===== src/rtl/sample_sequencer.sv =====
// Pattern step sequencer: walks STEPS programmable {gate, freq} entries at a tempo given in
// clock cycles and emits a one-cycle trigger plus pitch word for the sample player.
module sample_sequencer #(
    parameter int unsigned STEPS   = 16,
    parameter int unsigned TEMPO_W = 24
) (
    input  logic                     clk_i,
    input  logic                     rstn_i,
    input  logic                     start_i,
    input  logic                     stop_i,
    input  logic [TEMPO_W-1:0]       tempo_i,
    input  logic                     wr_en_i,
    input  logic [$clog2(STEPS)-1:0] wr_addr_i,
    input  logic                     wr_gate_i,
    input  logic [15:0]              wr_freq_i,
    output logic                     trig_o,
    output logic [15:0]              freq_o,
    output logic [$clog2(STEPS)-1:0] step_o,
    output logic                     running_o
);

    localparam int unsigned AW = $clog2(STEPS);

    typedef enum logic [0:0] {StIdle, StRun} state_e;

    state_e              state_q;
    logic [STEPS-1:0]    gate_q;
    logic [15:0]         freq_mem_q [STEPS];
    logic [TEMPO_W-1:0]  tick_q;
    logic [TEMPO_W-1:0]  tick_max;
    logic [AW-1:0]       step_q;
    logic [AW-1:0]       step_nxt;
    logic                trig_q;
    logic [15:0]         freq_q;
    logic                running_q;

    // Tempo 0 behaves as 1, so the last tick index is 0 in both cases.
    assign tick_max = (tempo_i == '0) ? '0 : tempo_i - TEMPO_W'(1);
    assign step_nxt = step_q + AW'(1);

    // Pattern reads below see the pre-write contents in the write cycle.
    always_ff @(posedge clk_i or negedge rstn_i) begin
        if (!rstn_i) begin
            gate_q <= '0;
            for (int i = 0; i < STEPS; i++) begin
                freq_mem_q[i] <= '0;
            end
        end else if (wr_en_i) begin
            gate_q[wr_addr_i]     <= wr_gate_i;
            freq_mem_q[wr_addr_i] <= wr_freq_i;
        end
    end

    always_ff @(posedge clk_i or negedge rstn_i) begin
        if (!rstn_i) begin
            state_q   <= StIdle;
            tick_q    <= '0;
            step_q    <= '0;
            trig_q    <= 1'b0;
            freq_q    <= '0;
            running_q <= 1'b0;
        end else begin
            unique case (state_q)
                StIdle: begin
                    tick_q <= '0;
                    step_q <= '0;
                    trig_q <= 1'b0;
                    if (start_i && !stop_i) begin
                        state_q   <= StRun;
                        running_q <= 1'b1;
                        trig_q    <= gate_q[0];
                        if (gate_q[0]) begin
                            freq_q <= freq_mem_q[0];
                        end
                    end
                end
                StRun: begin
                    if (stop_i) begin
                        state_q   <= StIdle;
                        running_q <= 1'b0;
                        tick_q    <= '0;
                        step_q    <= '0;
                        trig_q    <= 1'b0;
                    end else if (start_i) begin
                        tick_q <= '0;
                        step_q <= '0;
                        trig_q <= gate_q[0];
                        if (gate_q[0]) begin
                            freq_q <= freq_mem_q[0];
                        end
                    end else if (tick_q >= tick_max) begin
                        // >= so a tempo cut below the current tick advances at once.
                        tick_q <= '0;
                        step_q <= step_nxt;
                        trig_q <= gate_q[step_nxt];
                        if (gate_q[step_nxt]) begin
                            freq_q <= freq_mem_q[step_nxt];
                        end
                    end else begin
                        tick_q <= tick_q + TEMPO_W'(1);
                        trig_q <= 1'b0;
                    end
                end
                default: state_q <= StIdle;
            endcase
        end
    end

    assign trig_o    = trig_q;
    assign freq_o    = freq_q;
    assign step_o    = step_q;
    assign running_o = running_q;

endmodule


===== config.mk =====
export PLATFORM = sky130hd
export DESIGN_NAME = sample_sequencer
export DESIGN_NICKNAME = d
export VERILOG_FILES = /design/src/rtl/sample_sequencer.sv
export SDC_FILE = /design/constraint.sdc
export NUM_CORES = 1
export LEC_CHECK = 0
export CAP_MARGIN = 20
export CORE_MARGIN = 1.5
export CORE_UTILIZATION = 60
export CTS_CLUSTER_DIAMETER = 40
export CTS_CLUSTER_SIZE = 40
export DETAILED_ROUTE_END_ITERATION = 16
export PLACE_DENSITY = 0.86
export SYNTH_ARGS = -nofsm -noshare
export SYNTH_HDL_FRONTEND = slang
export SYNTH_SLANG_ARGS = --single-unit
export TNS_END_PERCENT = 5

===== constraint.sdc =====
create_clock -name clk_i -period 5.1 [get_ports clk_i]
set_clock_uncertainty 0.05 [all_clocks]
set_input_delay 1.275 -clock clk_i [delete_from_list [all_inputs] [get_ports clk_i]]
set_output_delay 1.275 -clock clk_i [all_outputs]
set_load 0.1 [all_outputs]

==> qor.yml, run 1 <==
synthesis:
  ys_seq_elements: 319
  mappedNetlistNets: 1293
  synth_area_leaders: "dfrtp_1 50%, mux2_2 19%, mux4_2 9.7%, nand2_1 2.9%, ha_1 2.2%"
  ys.flop_type: "dfrtp_1"
  ys_warn_count: 0
  avgSynthCellArea_um2: 13.0
  synth_top_area_share_pct: 50.4
  syn_inst: 1215
  yosysSeqAreaShare_pct: 50.4
  ys_types: 47
  yosys.area.top_type: "dfrtp_1"
  netlist_area_um2: 15800
  synthArstFlopShare_pct: 100
  synth_edf_count: 0
cells_and_area:
  multi_input_comb_area_um2: 7620
  diodes: 0
  fin_util_pct: 71.9
  fill_cells: 1577
  ff_latch_area_um2: 7990
  drive_gt1_share_pct: 37.7
  final_common_cell: "dfrtp_1"
  final_cell_mix: "318 x dfrtp_1, 272 x mux2_2, 120 x nand2_1"
  final_nets: 1386
  area_growth_pct: 18.0
power:
  power.share.clock_pct: 36.7
  finalPower_mw: 7.71
  p_leak_nw: 7.90
  swShare_pct: 28.0
  comb_power_share_pct: 19.1
  p_int_mw: 5.55
  power.switching_mw: 2.16
  seqPwrFrac_pct: 44.2
  vdd_drop_max_mv: 0.299
  power.density_nw_per_um2: 413
die:
  dieArea_um2: 27400
  start_util_pct: 60.9
  die-height_um: 165
  coreArea_um2: 26000
  io_pins: 72
  die_x_um: 165
  std_cell_rows: 59
timing:
  setup_ws_ns: 0.0431
  slew_viol_final: 0
  fin_crit_sh_pct: 99.2
  hold_viol: 0
  holdWs_ns: 0.451
  relSlewSlack_pct: 23.2
  fin_crit_ns: 5.06
  rsz0062_at_grt: "true"
  fmax_mhz: 198
  setup_violations: 0
  tightest_slew_ns: 1.15
routing:
  via_per_inst: 6.41
  dr_total_vias: 10700
  drt-pass1-iter-count: 5
  drt-wirelength-per-cell_um: 23.1
  drcViolationCount: 0
  drtIter0Drc: 998
  drt-total-wl_um: 38600
  detail-route-antenna-nets: 0
placement:
  dp_hpwl_um: 23700
  place_worst_setup_slack_ns: -0.588
  finalWeightedCongestion: 0.889
  portBuffers: 71
clock_network:
  cts_root_buf: "clkbuf_16"
  numCtsBuffers: 38
  cts_max_level: 2
  clock_path_buffers: 3
  cts.sinks: 319
  path_clk_slew_ns: 0.06
  cts_tree: "done"
  cts_hold_buf: 0
  clk_latency_ns: 0.53
grt:
  antenna_found_initial: 0
  grt.overflow.total: 0
  grt_pass1_wl_um: 61700
  grtUsageTotal_pct: 29.5
  grt_pass1_vias: 11300
  grt_max_degree: 140
min_path:
  worstHoldPathType: "flop to flop"
worst_setup_path:
  end_kind: "flop"
  crit_type: "input pin to flop"
  cp-start-kind: "input pin"
  cp_max_fo: 5
  required_ns: 5.45
  critPathArrivalTime_ns: 5.40
run:
  max_cap_viol_count: 0
outcome:
  status: "completed"
-- Yosys cell counts (19+ instances only) --
library cell and instances:
dfrtp_1 319, mux2_2 272, nand2_1 122, mux4_2 68, clkbuf_1 59, nor2_1 54, nand3_1 33, nor3_1 29
xor2_1 29, ha_1 28, and2_1 19, mux2i_1 19
-- metrics by stage --
step | setup TNS [ns] | cell area, um^2 | cells
finish | 0 | 18700 | 1671
global route | -0.653 | 18700 | 1671
CTS | 0 | 18600 | 1668
detailed placement | -21.69 | 17100 | 1595
global placement | -18.06 | 17100 | 1595
floorplan | -0.127 | 15900 | 1215
-- cells by family after synthesis --
| kind of cell | Yosys count | share of synthesized area, % |
|---|---|---|
| flip-flops | 319 | 50.4 |
| XOR/XNOR | 46 | 2.59 |
| AND/OR/NAND/NOR | 309 | 9.09 |
| multiplexers | 359 | 30.2 |
| adder cells (fa/ha/maj) | 28 | 2.21 |
| AO/OA/AOI/OAI | 61 | 3.04 |
| buffers and inverters | 93 | 2.44 |
-- sequential cells by signal, indices dropped and copies added (netlist names) --
signal / cells
trig_o: 1
tick_q: 24
state_q: 1
step_o: 4
freq_o: 16
running_o: 1
freq_mem_q: 256
gate_q: 16
-- metal layers --
layer  wire length (um)  GRT usage (%)  part of all wire, %  vias up
met5                  0              0                    0        -
met2              19000           48.2                   49      496
met3               2600           4.95                  6.7      113
met1              15700           39.7                   41     5478
met4               1320           12.1                  3.4        0
li1                   -              -                    -     4623
-- area by class of cell --
| type | count | share of cell area, % |
|---|---|---|
| Tap cell | 335 | 2.24 |
| Sequential cell | 319 | 42.8 |
| Clock inverter | 21 | 1.57 |
| Inverter | 9 | 0.181 |
| Timing Repair Buffer | 137 | 6.91 |
| Clock buffer | 47 | 5.55 |
| Multi-Input combinational cell | 803 | 40.8 |
-- worst max-delay path, cell delays in order --
cell and delay, ns:
buf_6 0.09, or4_4 0.53, or3_4 0.38, or4_4 0.53, or3_4 0.43, buf_8 0.15
buf_6 0.13, nand2_4 0.06, ha_4 0.19, and4_1 0.19, a221o_1 0.38, o21a_1 0.23
o22ai_4 0.30, clkbuf_16 0.21, nor3_1 0.05, a221o_1 0.27
-- timing repair --
item	CTS	global route
gates resized for setup	17	23
gates cloned	1	0
buffers inserted	4	1
setup endpoints to repair	19	38
pin swaps	9	8
-- final timing paths --
check	from	endpoint	slack, ns	depth (start not counted)
worst max-delay path	tempo_i[14]	freq_o[4]	0.04	16
worst min-delay path	freq_mem_q[13]	freq_mem_q[13]	0.45	1
worst max register to register	step_o[0]	freq_o[12]	1.53	8
worst min register to register	freq_mem_q[13]	freq_mem_q[13]	0.45	1
max in group asynchronous	rstn_i	freq_mem_q[243]	3.02	2
min in group asynchronous	rstn_i	freq_mem_q[35]	0.82	1
-- power groups by stage --
stage	Combinational, mW	Clock (mW)	Sequential, mW
floorplan	0.864	0	3.54
global placement	1.38	0	3.38
detailed placement	1.44	0	3.42
CTS	1.47	2.86	3.40
global route	1.57	2.98	3.46
finish	1.47	2.83	3.41
No activity file was read; power rests on OpenSTA's default activity.
==> inputs of run 2 (changes only) <==
--- a/config.mk
+++ b/config.mk
@@ -5,7 +5,7 @@
 export SDC_FILE = /design/constraint.sdc
 export NUM_CORES = 1
 export LEC_CHECK = 0
-export CAP_MARGIN = 20
+export CAP_MARGIN = 40
 export CORE_MARGIN = 1.5
 export CORE_UTILIZATION = 60
 export CTS_CLUSTER_DIAMETER = 40
==> qor.yml, run 2 (synthesized netlist as in run 1, its figures left out) <==
worst_setup_path:
  crit_type: "input pin to flop"
  cp-start-kind: "input pin"
  end_kind: "flop"
  required_ns: 5.44  # about the same
  worstSetupStartpoint: "tempo_i[17]"
  cp_max_fo: 8  # +3
  critPathArrivalTime_ns: 5.36  # -0.04 ns
  r2r-start: "step_o[0]"
die:
  io_pins: 72  # unchanged
  die_x_um: 165  # unchanged
  coreArea_um2: 26000  # unchanged
  die-height_um: 165  # unchanged
  dieArea_um2: 27400  # unchanged
  std_cell_rows: 59  # unchanged
  start_util_pct: 60.9  # unchanged
placement:
  dp_hpwl_um: 24900  # +5.0%
  finalWeightedCongestion: 0.889  # unchanged
  portBuffers: 71  # unchanged
grt:
  grt_max_degree: 140  # unchanged
  grt.overflow.total: 0  # unchanged
  grt_pass1_vias: 11600  # +2.8%
  antenna_found_initial: 1  # +1
  grt_pass1_wl_um: 62500  # +1.3%
  grtUsageTotal_pct: 29.9  # +0.39 points
cells_and_area:
  drive_gt1_share_pct: 38.7  # +1.0 points
  fill_cells: 1515  # -3.9%
  final_common_cell: "dfrtp_1"
  final_cell_mix: "318 x dfrtp_1, 272 x mux2_2, 120 x nand2_1"
  reg_top3: "freq_mem_q (256), tick_q (24)"
  diodes: 0  # unchanged
  largest_register_ffs: 256  # unchanged
  top_register: "freq_mem_q"
  final_nets: 1411  # +1.8%
  fin_util_pct: 73.1  # +1.2 points
  area_growth_pct: 19.9
min_path:
  worstHoldPathType: "flop to flop"
  hold_path.startpoint: "freq_mem_q[13]"
clock_network:
  cts_max_level: 2  # unchanged
  cts_hold_buf: 0  # unchanged
  cts.sinks: 319  # unchanged
  cts_tree: "done"
  clock_path_buffers: 3  # unchanged
  cts_root_buf: "clkbuf_16"
  path_clk_slew_ns: 0.06  # about the same
  clk_latency_ns: 0.52  # about the same
  numCtsBuffers: 37  # -2.6%
timing:
  fin_crit_ns: 5.02  # -0.0409 ns
  tightest_slew_ns: 1.03  # -0.118 ns
  relSlewSlack_pct: 31.1  # +7.9 points
  fmax_mhz: 199  # +0.82%
  hold_viol: 0  # unchanged
  setup_violations: 0  # unchanged
  setup_tns_ns: 0  # unchanged
  slew_viol_final: 0  # unchanged
  fin_crit_sh_pct: 98.4  # -0.80 points
  rsz0062_at_grt: "true"
routing:
  drcViolationCount: 0  # unchanged
  drt-wirelength-per-cell_um: 23.2  # +0.17%
  drt-total-wl_um: 39200  # +1.5%
  dr_total_vias: 10800  # +1.2%
  drt-pass1-iter-count: 6  # +1
  detail-route-antenna-nets: 0  # unchanged
  drtIter0Drc: 933  # -6.5%
  via_per_inst: 6.40  # about the same
outcome:
  status: "completed"
power:
  p_leak_nw: 8.07  # +2.2%
  finalPower_mw: 7.65  # -0.84%
  power.density_nw_per_um2: 403  # -2.5%
  vdd_drop_max_mv: 0.310  # +3.8%
run:
  max_cap_viol_count: 0  # unchanged
## run 2: changes by cell type in the layout (fill, tap and decap cells not counted), sizes merged
cell          change
clkbuf            -9
clkinv            +2
bufinv            -2
clkinvlp          +1
buf              +26
dlymetal6s2s      +1
inv               +3
## run 2: path summary, 6_finish.rpt
kind | end | cells past startpoint | slack (ns)
worst max-delay path | freq_o[6] | 15 | 0.08
worst min-delay path | freq_mem_q[13] | 1 | 0.45
worst max register to register | freq_o[9] | 8 | 1.55
worst min register to register | freq_mem_q[13] | 1 | 0.45
max in group asynchronous | freq_mem_q[112] | 2 | 3.04
min in group asynchronous | freq_mem_q[147] | 1 | 0.82
## run 2: timing repair
item | in CTS | in global routing
setup endpoints to repair | 18 | 42
gates resized for setup | 3 | 25
buffers inserted | 0 | 1
gates cloned | 0 | 1
pin swaps | 1 | 13
## run 2: layer usage
| metal | vias up | GRT usage [%] | routed length [um] |
|---|---|---|---|
| met1 | 5525 | 39.9 | 15700 |
| met3 | 150 | 5.19 | 2740 |
| met5 | - | 0 | 13 |
| met2 | 506 | 48.4 | 19200 |
| li1 | 4660 | - | - |
| met4 | 2 | 13.4 | 1640 |
## run 2: stage by stage
stage | hold WS [ns] | cell area (um^2) | setup WS [ns] | std cells
6_report | 0.451 | 19000 | 0.0840 | 1693
5_1_grt | 0.464 | 19000 | -0.0399 | 1693
4_1_cts | 0.454 | 18900 | -0.00786 | 1690
3_5_place_dp | 0.442 | 17600 | -0.596 | 1626
3_3_place_gp | 0.432 | 17100 | -0.505 | 1595
2_1_floorplan | 0.424 | 15900 | -0.0142 | 1215
## run 2: power by group
part | internal [mW] | total (mW) | switching (mW)
Clock | 1.52 | 2.62 | 1.10
Combinational | 0.867 | 1.62 | 0.756
Sequential | 3.07 | 3.40 | 0.332
## run 2: layout make-up
cell class                      instances  area [um^2]  area share (%)
Tap cell                              335          419            2.21
Clock buffer                           39          933            4.92
Timing Repair Buffer                  163         1760            9.28
Sequential cell                       319         7990            42.1
Clock inverter                         25          282            1.48
Inverter                                9         33.8           0.178
Multi-Input combinational cell        803         7570            39.9
## run 2: critical path, cell delays in order
cell and delay, ns:
buf_6 0.09, or4_4 0.53, or3_4 0.40, or4_4 0.52
or3_4 0.45, buf_6 0.15, o21ai_2 0.05, ha_1 0.16
nand4_1 0.17, nor4_2 0.38, o21a_1 0.26, o22ai_4 0.12
or2_4 0.29, buf_6 0.14, a221o_1 0.35
